--- config.mk ---
export PLATFORM = sky130hd
export DESIGN_NAME = ttuart_tx_buffered_flat
export DESIGN_NICKNAME = d
export VERILOG_FILES = /design/src/rtl/ttuart_tx_buffered_if.sv /design/src/rtl/ttuart_tx_buffered.sv /design/src/flat_wrapper.sv
export SDC_FILE = /design/constraint.sdc
export NUM_CORES = 1
export LEC_CHECK = 0
export CORE_ASPECT_RATIO = 1.5
export CORE_MARGIN = 2
export CORE_UTILIZATION = 45
export DETAILED_ROUTE_END_ITERATION = 8
export MAX_ROUTING_LAYER = met4
export PLACE_DENSITY = 0.61
export SLEW_MARGIN = 30
export SYNTH_ARGS = -nofsm -noshare
export SYNTH_HDL_FRONTEND = slang
export SYNTH_SLANG_ARGS = --single-unit
--- constraint.sdc ---
create_clock -name clk -period 3.1 [get_ports clk]
set_clock_uncertainty 0.05 [all_clocks]
set_input_delay 0.62 -clock clk [delete_from_list [all_inputs] [get_ports clk]]
set_output_delay 0.62 -clock clk [all_outputs]
set_load 0.01 [all_outputs]
--- src/rtl/ttuart_tx_buffered_if.sv ---
// Byte write port of the buffered UART transmitter (valid/ready handshake).
interface ttuart_tx_buffered_if;
  logic [7:0] wr_data;
  logic       wr_valid;
  logic       wr_ready;

  modport master (output wr_data, output wr_valid, input wr_ready);
  modport slave  (input wr_data, input wr_valid, output wr_ready);
endinterface

--- src/rtl/ttuart_tx_buffered.sv ---
// Buffered 8N1 UART transmitter: write-port FIFO feeding a serializer that
// sends queued bytes back-to-back, LSB first, on a registered idle-high line.
module ttuart_tx_buffered #(
  parameter int CLK_FREQ   = 100000000,
  parameter int BAUDRATE   = 115200,
  parameter int FIFO_DEPTH = 8
) (
  input  logic                          clk,
  input  logic                          rst_n,
  ttuart_tx_buffered_if.slave           wr,
  output logic [$clog2(FIFO_DEPTH):0]   fifo_level,
  output logic                          tx_data_out,
  output logic                          tx_busy,
  output logic                          tx_data_done
);
  localparam int CLKS_PER_BIT = CLK_FREQ / BAUDRATE;
  localparam int AW = $clog2(FIFO_DEPTH);
  localparam int CW = (CLKS_PER_BIT > 2) ? $clog2(CLKS_PER_BIT) : 1;
  localparam logic [CW-1:0] BAUD_LAST = CW'(CLKS_PER_BIT - 1);
  localparam logic [AW:0]   LVL_FULL  = (AW+1)'(FIFO_DEPTH);

  typedef enum logic [1:0] {IDLE, START, DATA, STOP} state_t;

  state_t        state, state_nx;
  logic [CW-1:0] baud_cnt, baud_nx;
  logic [2:0]    bit_cnt, bit_nx;
  logic [7:0]    shift, shift_nx;
  logic          line_nx, pop, push, baud_last, has_data;
  logic [7:0]    mem [FIFO_DEPTH];
  logic [AW-1:0] wptr, rptr;

  assign wr.wr_ready   = (fifo_level != LVL_FULL);
  assign push          = wr.wr_valid && wr.wr_ready;
  assign has_data      = (fifo_level != '0);
  assign baud_last     = (baud_cnt == BAUD_LAST);
  assign tx_busy       = (state != IDLE);
  assign tx_data_done  = (state == STOP) && baud_last;

  always_comb begin
    state_nx = state;
    baud_nx  = baud_cnt + 1'b1;
    bit_nx   = bit_cnt;
    shift_nx = shift;
    pop      = 1'b0;
    line_nx  = 1'b1;
    case (state)
      IDLE: begin
        baud_nx = '0;
        if (has_data) begin
          pop      = 1'b1;
          shift_nx = mem[rptr];
          bit_nx   = '0;
          state_nx = START;
          line_nx  = 1'b0;
        end
      end
      START: begin
        line_nx = 1'b0;
        if (baud_last) begin
          baud_nx  = '0;
          state_nx = DATA;
          line_nx  = shift[0];
        end
      end
      DATA: begin
        line_nx = shift[0];
        if (baud_last) begin
          baud_nx = '0;
          if (bit_cnt == 3'd7) begin
            state_nx = STOP;
            line_nx  = 1'b1;
          end else begin
            shift_nx = shift >> 1;
            bit_nx   = bit_cnt + 3'd1;
            line_nx  = shift[1];
          end
        end
      end
      STOP: begin
        if (baud_last) begin
          baud_nx = '0;
          // Pop decision uses the registered level: a same-cycle write waits.
          if (has_data) begin
            pop      = 1'b1;
            shift_nx = mem[rptr];
            bit_nx   = '0;
            state_nx = START;
            line_nx  = 1'b0;
          end else begin
            state_nx = IDLE;
          end
        end
      end
      default: state_nx = IDLE;
    endcase
  end

  always_ff @(posedge clk) begin
    if (!rst_n) begin
      state       <= IDLE;
      baud_cnt    <= '0;
      bit_cnt     <= '0;
      shift       <= '0;
      tx_data_out <= 1'b1;
      wptr        <= '0;
      rptr        <= '0;
      fifo_level  <= '0;
    end else begin
      state       <= state_nx;
      baud_cnt    <= baud_nx;
      bit_cnt     <= bit_nx;
      shift       <= shift_nx;
      tx_data_out <= line_nx;
      if (push) wptr <= wptr + 1'b1;
      if (pop)  rptr <= rptr + 1'b1;
      case ({push, pop})
        2'b10:   fifo_level <= fifo_level + 1'b1;
        2'b01:   fifo_level <= fifo_level - 1'b1;
        default: fifo_level <= fifo_level;
      endcase
    end
  end

  // Storage carries no reset; the pointers alone define its contents.
  always_ff @(posedge clk) begin
    if (push) mem[wptr] <= wr.wr_data;
  end
endmodule

--- src/flat_wrapper.sv ---
// flat-port wrapper written by rule: the top's interface ports become plain ports
module ttuart_tx_buffered_flat 
#(
  parameter int CLK_FREQ   = 100000000,
  parameter int BAUDRATE   = 115200,
  parameter int FIFO_DEPTH = 8
)
  (clk, rst_n, fifo_level, tx_data_out, tx_busy, tx_data_done, wr_wr_data, wr_wr_valid, wr_wr_ready);
  ttuart_tx_buffered_if wr_i ();
  input  logic clk;
  input  logic rst_n;
  output logic [$clog2(FIFO_DEPTH):0] fifo_level;
  output logic tx_data_out;
  output logic tx_busy;
  output logic tx_data_done;
  input wire logic [$bits(wr_i.wr_data)-1:0] wr_wr_data;
  input wire logic [$bits(wr_i.wr_valid)-1:0] wr_wr_valid;
  output wire logic [$bits(wr_i.wr_ready)-1:0] wr_wr_ready;
  assign wr_i.wr_data = wr_wr_data;
  assign wr_i.wr_valid = wr_wr_valid;
  assign wr_wr_ready = wr_i.wr_ready;
  ttuart_tx_buffered #(.CLK_FREQ(CLK_FREQ), .BAUDRATE(BAUDRATE), .FIFO_DEPTH(FIFO_DEPTH)) u_core (.clk(clk), .rst_n(rst_n), .wr(wr_i), .fifo_level(fifo_level), .tx_data_out(tx_data_out), .tx_busy(tx_busy), .tx_data_done(tx_data_done));
endmodule
==> run metrics <==
GP Congestion=approximately 0.76; postcts setup bufs=0; first-pass GRT wire length=approximately 13 mm; Synth cell types=52; RSZ-0062 raised after global routing=false; post-route cell area=a little over 0.005 mm2; TritonCTS clock tree=done; share of layout cells above drive strength 1=between 10 and 15%; post-route antenna net violation count=0; initial antenna violation count=0; Synth area leader=edfxtp_1; Initial Util=46.0%; total wire length=7.99 mm; commonest non-fill, non-tap cell in the layout=edfxtp_1; vias in the first global route=around 2700; TritonCTS Sinks=101; slowest stage cell, crit path=clkdlybuf4s50_1; worst slew pin tran=0.671 ns; async set-reset flop share out of synthesis=0%; Initial DRC Count=roughly 130; PD cells=about 840 mW/mm2; die width=around 85 um; Arr. time, crit path=between 2 and 2.5 ns; Worst VDD drop=just under 500 uV; Clock transition at path regs=approximately 0.070 ns; final worst path period share=approximately 91%; CP cell instances=ha_1 > nor2b_1 > nand3_1 > nor2_1 > clkdlybuf4s50_1; IO Port Bufs=18; Crit path largest cell delay=~0.54 ns; status=completed; gr usage total=16.5%; min Tclk post-route=around 2.8 ns; die height=between 100 and 150 um; Rel. slew slack=54.1%; synthesized area per cell=12.8 um2; Mapped Area=around 0.0045 mm2; H-tree depth=3; synth top area cells=edfxtp_1 43%, dfxtp_1 17%, mux2i_1 6.5%, ha_1 3.6%, nor2_1 2.4%; Pleak=around 1.7 nW; Req. time, crit path=2.43 ns; Post-synth EDFFs=64; max_cap viols=0; Final Util=roughly 52%; max-slew violations=0; largest net degree at the start of global routing=21; vias after detailed routing=between 2000 and 3000; DIE AREA=roughly 0.011 mm2; Main synth FF type=edfxtp_1; highest attainable clock frequency=0.356 GHz; Root Driver=clkbuf_16; Bufs on Longest Clock Path=2; Post-route DRC=0; synthesis warning total=0; FP Rows=44; WS Path Type=reg2out; commonest non-fill, non-tap cells in the layout=64 x edfxtp_1, 37 x dfxtp_1, 29 x nor2_1, 29 x mux2i_1, 18 x clkdlybuf4s50_1; final hold vios=0; Worst Path Max Fanout=6; WL/cell=roughly 16 um; # nets final=between 300 and 400; CP Launch Type=register; setup TNS=0 ns; synth-to-layout area growth=14.0%; Synth top area share=between 40 and 50%; area of placed instances=~0.0048 mm2; ANT cells=0; core area=0.00969 mm2; Vias/cell=between 5 and 6; Syn Inst Count=around 350; Worst Hold Class=reg2reg; synthesis-stage register bit count=~100; total gr overflow=0; cts repair resizes=0; Pre-Repair DR Iteration Count=4; setup violators final=0; CTS Buf Count=9; I/O pin cnt=19; register area share after synthesis=around three fifths; Crit. End Element=output pin; post-DP HPWL=approximately 5.6 mm; hold bufs inserted after CTS=0; Worst-Skew Late Latency=about 0.35 ns; Min Hold Slack=~0.41 ns; Net Count, Synth=between 300 and 400
-- report_power, final --
part,total [W],switching [W],leakage (nW),internal (W)
registers,0.00171,0.000125,0.883,0.00158
logic,0.00145,0.000763,0.684,0.000683
clock network,0.00111,0.000539,0.147,0.000572
-- path summary, 6_finish.rpt --
kind / start / end / slack (ns) / cells after the start
worst max-delay path: u_core.baud_cnt[0] / tx_data_done / 0.29 / 5
worst min-delay path: u_core.shift[7] / u_core.shift[7] / 0.41 / 2
worst max register to register: u_core.fifo_level[0] / u_core.fifo_level[2] / 0.41 / 9
worst min register to register: u_core.shift[7] / u_core.shift[7] / 0.41 / 2
-- cells by family (layout without fill, tap and decap cells) --
family | count (synthesis) | after routing | synth area share [%]
flip-flops | 101 | 101 | 59.7
AND/OR/NAND/NOR | 97 | 97 | 12.0
AO/OA/AOI/OAI | 68 | 68 | 11.3
multiplexers | 33 | 33 | 8.02
buffers and inverters | 26 | 57 | 3.14
adder cells (fa/ha/maj) | 13 | 13 | 3.65
XOR/XNOR | 11 | 11 | 2.16
-- critical path, delay by kind of cell, from the launching register on --
kind / cells / cell delay [ns]
adders and majority gates: 1 / 0.23
buffers and inverters: 1 / 0.54
DFF: 1 / 0.37
and+or+nand+nor: 3 / 0.65
-- metrics by stage --
step	instances	worst slack [ns]	total power (W)
after floorplan	349	0.456	0.00284
after global routing	495	0.0674	0.00453
after CTS	495	0.277	0.00430
final	495	0.294	0.00426
after detailed placement	479	0.406	0.00319
after global placement	479	0.458	0.00317
-- routing by layer --
layer / global-route usage (%) / up-vias / share of wire, %
li1: - / 1373 / -
met2: 28.0 / 33 / 53
met3: 2.49 / 12 / 1.8
met1: 19.0 / 1286 / 43
met4: 7.47 / 0 / 1.9
met5: - / - / 0
-- synth_stat cells, drive strengths merged, types with 2 or more instances --
master / n
edfxtp: 64
dfxtp: 37
mux2i: 29
nor2: 29
nand2: 16
o21ai: 15
ha: 13
nand3: 13
a2111oi: 12
a21oi: 10
buf: 10
nor2b: 10
clkbuf: 8
inv: 8
o221a: 8
o22ai: 7
a22o: 6
xor2: 6
nand2b: 5
nor3: 5
xnor2: 5
or3: 4
or4: 3
a21o: 2
mux2: 2
mux4: 2
nor4b: 2
o31ai: 2
-- state kept, by name (all words and copies together) (netlist names), named ones only --
name                flops
u_core.mem             64
u_core.fifo_level       4
u_core.bit_cnt          3
u_core.rptr             3
u_core.state            2
u_core.baud_cnt        10
u_core.wptr             3
u_core.tx_data_out      1
u_core.shift            8
-- cell type report --
class	count	area (um2)
clock buffer	9	225
multi-input combinational	222	1660
inverter	8	30.0
fill	845	4600
sequential	101	2660
timing repair buffer	33	293
clock inverter	7	73.8
tap	115	144
No activity file was read; power rests on OpenSTA's default activity.
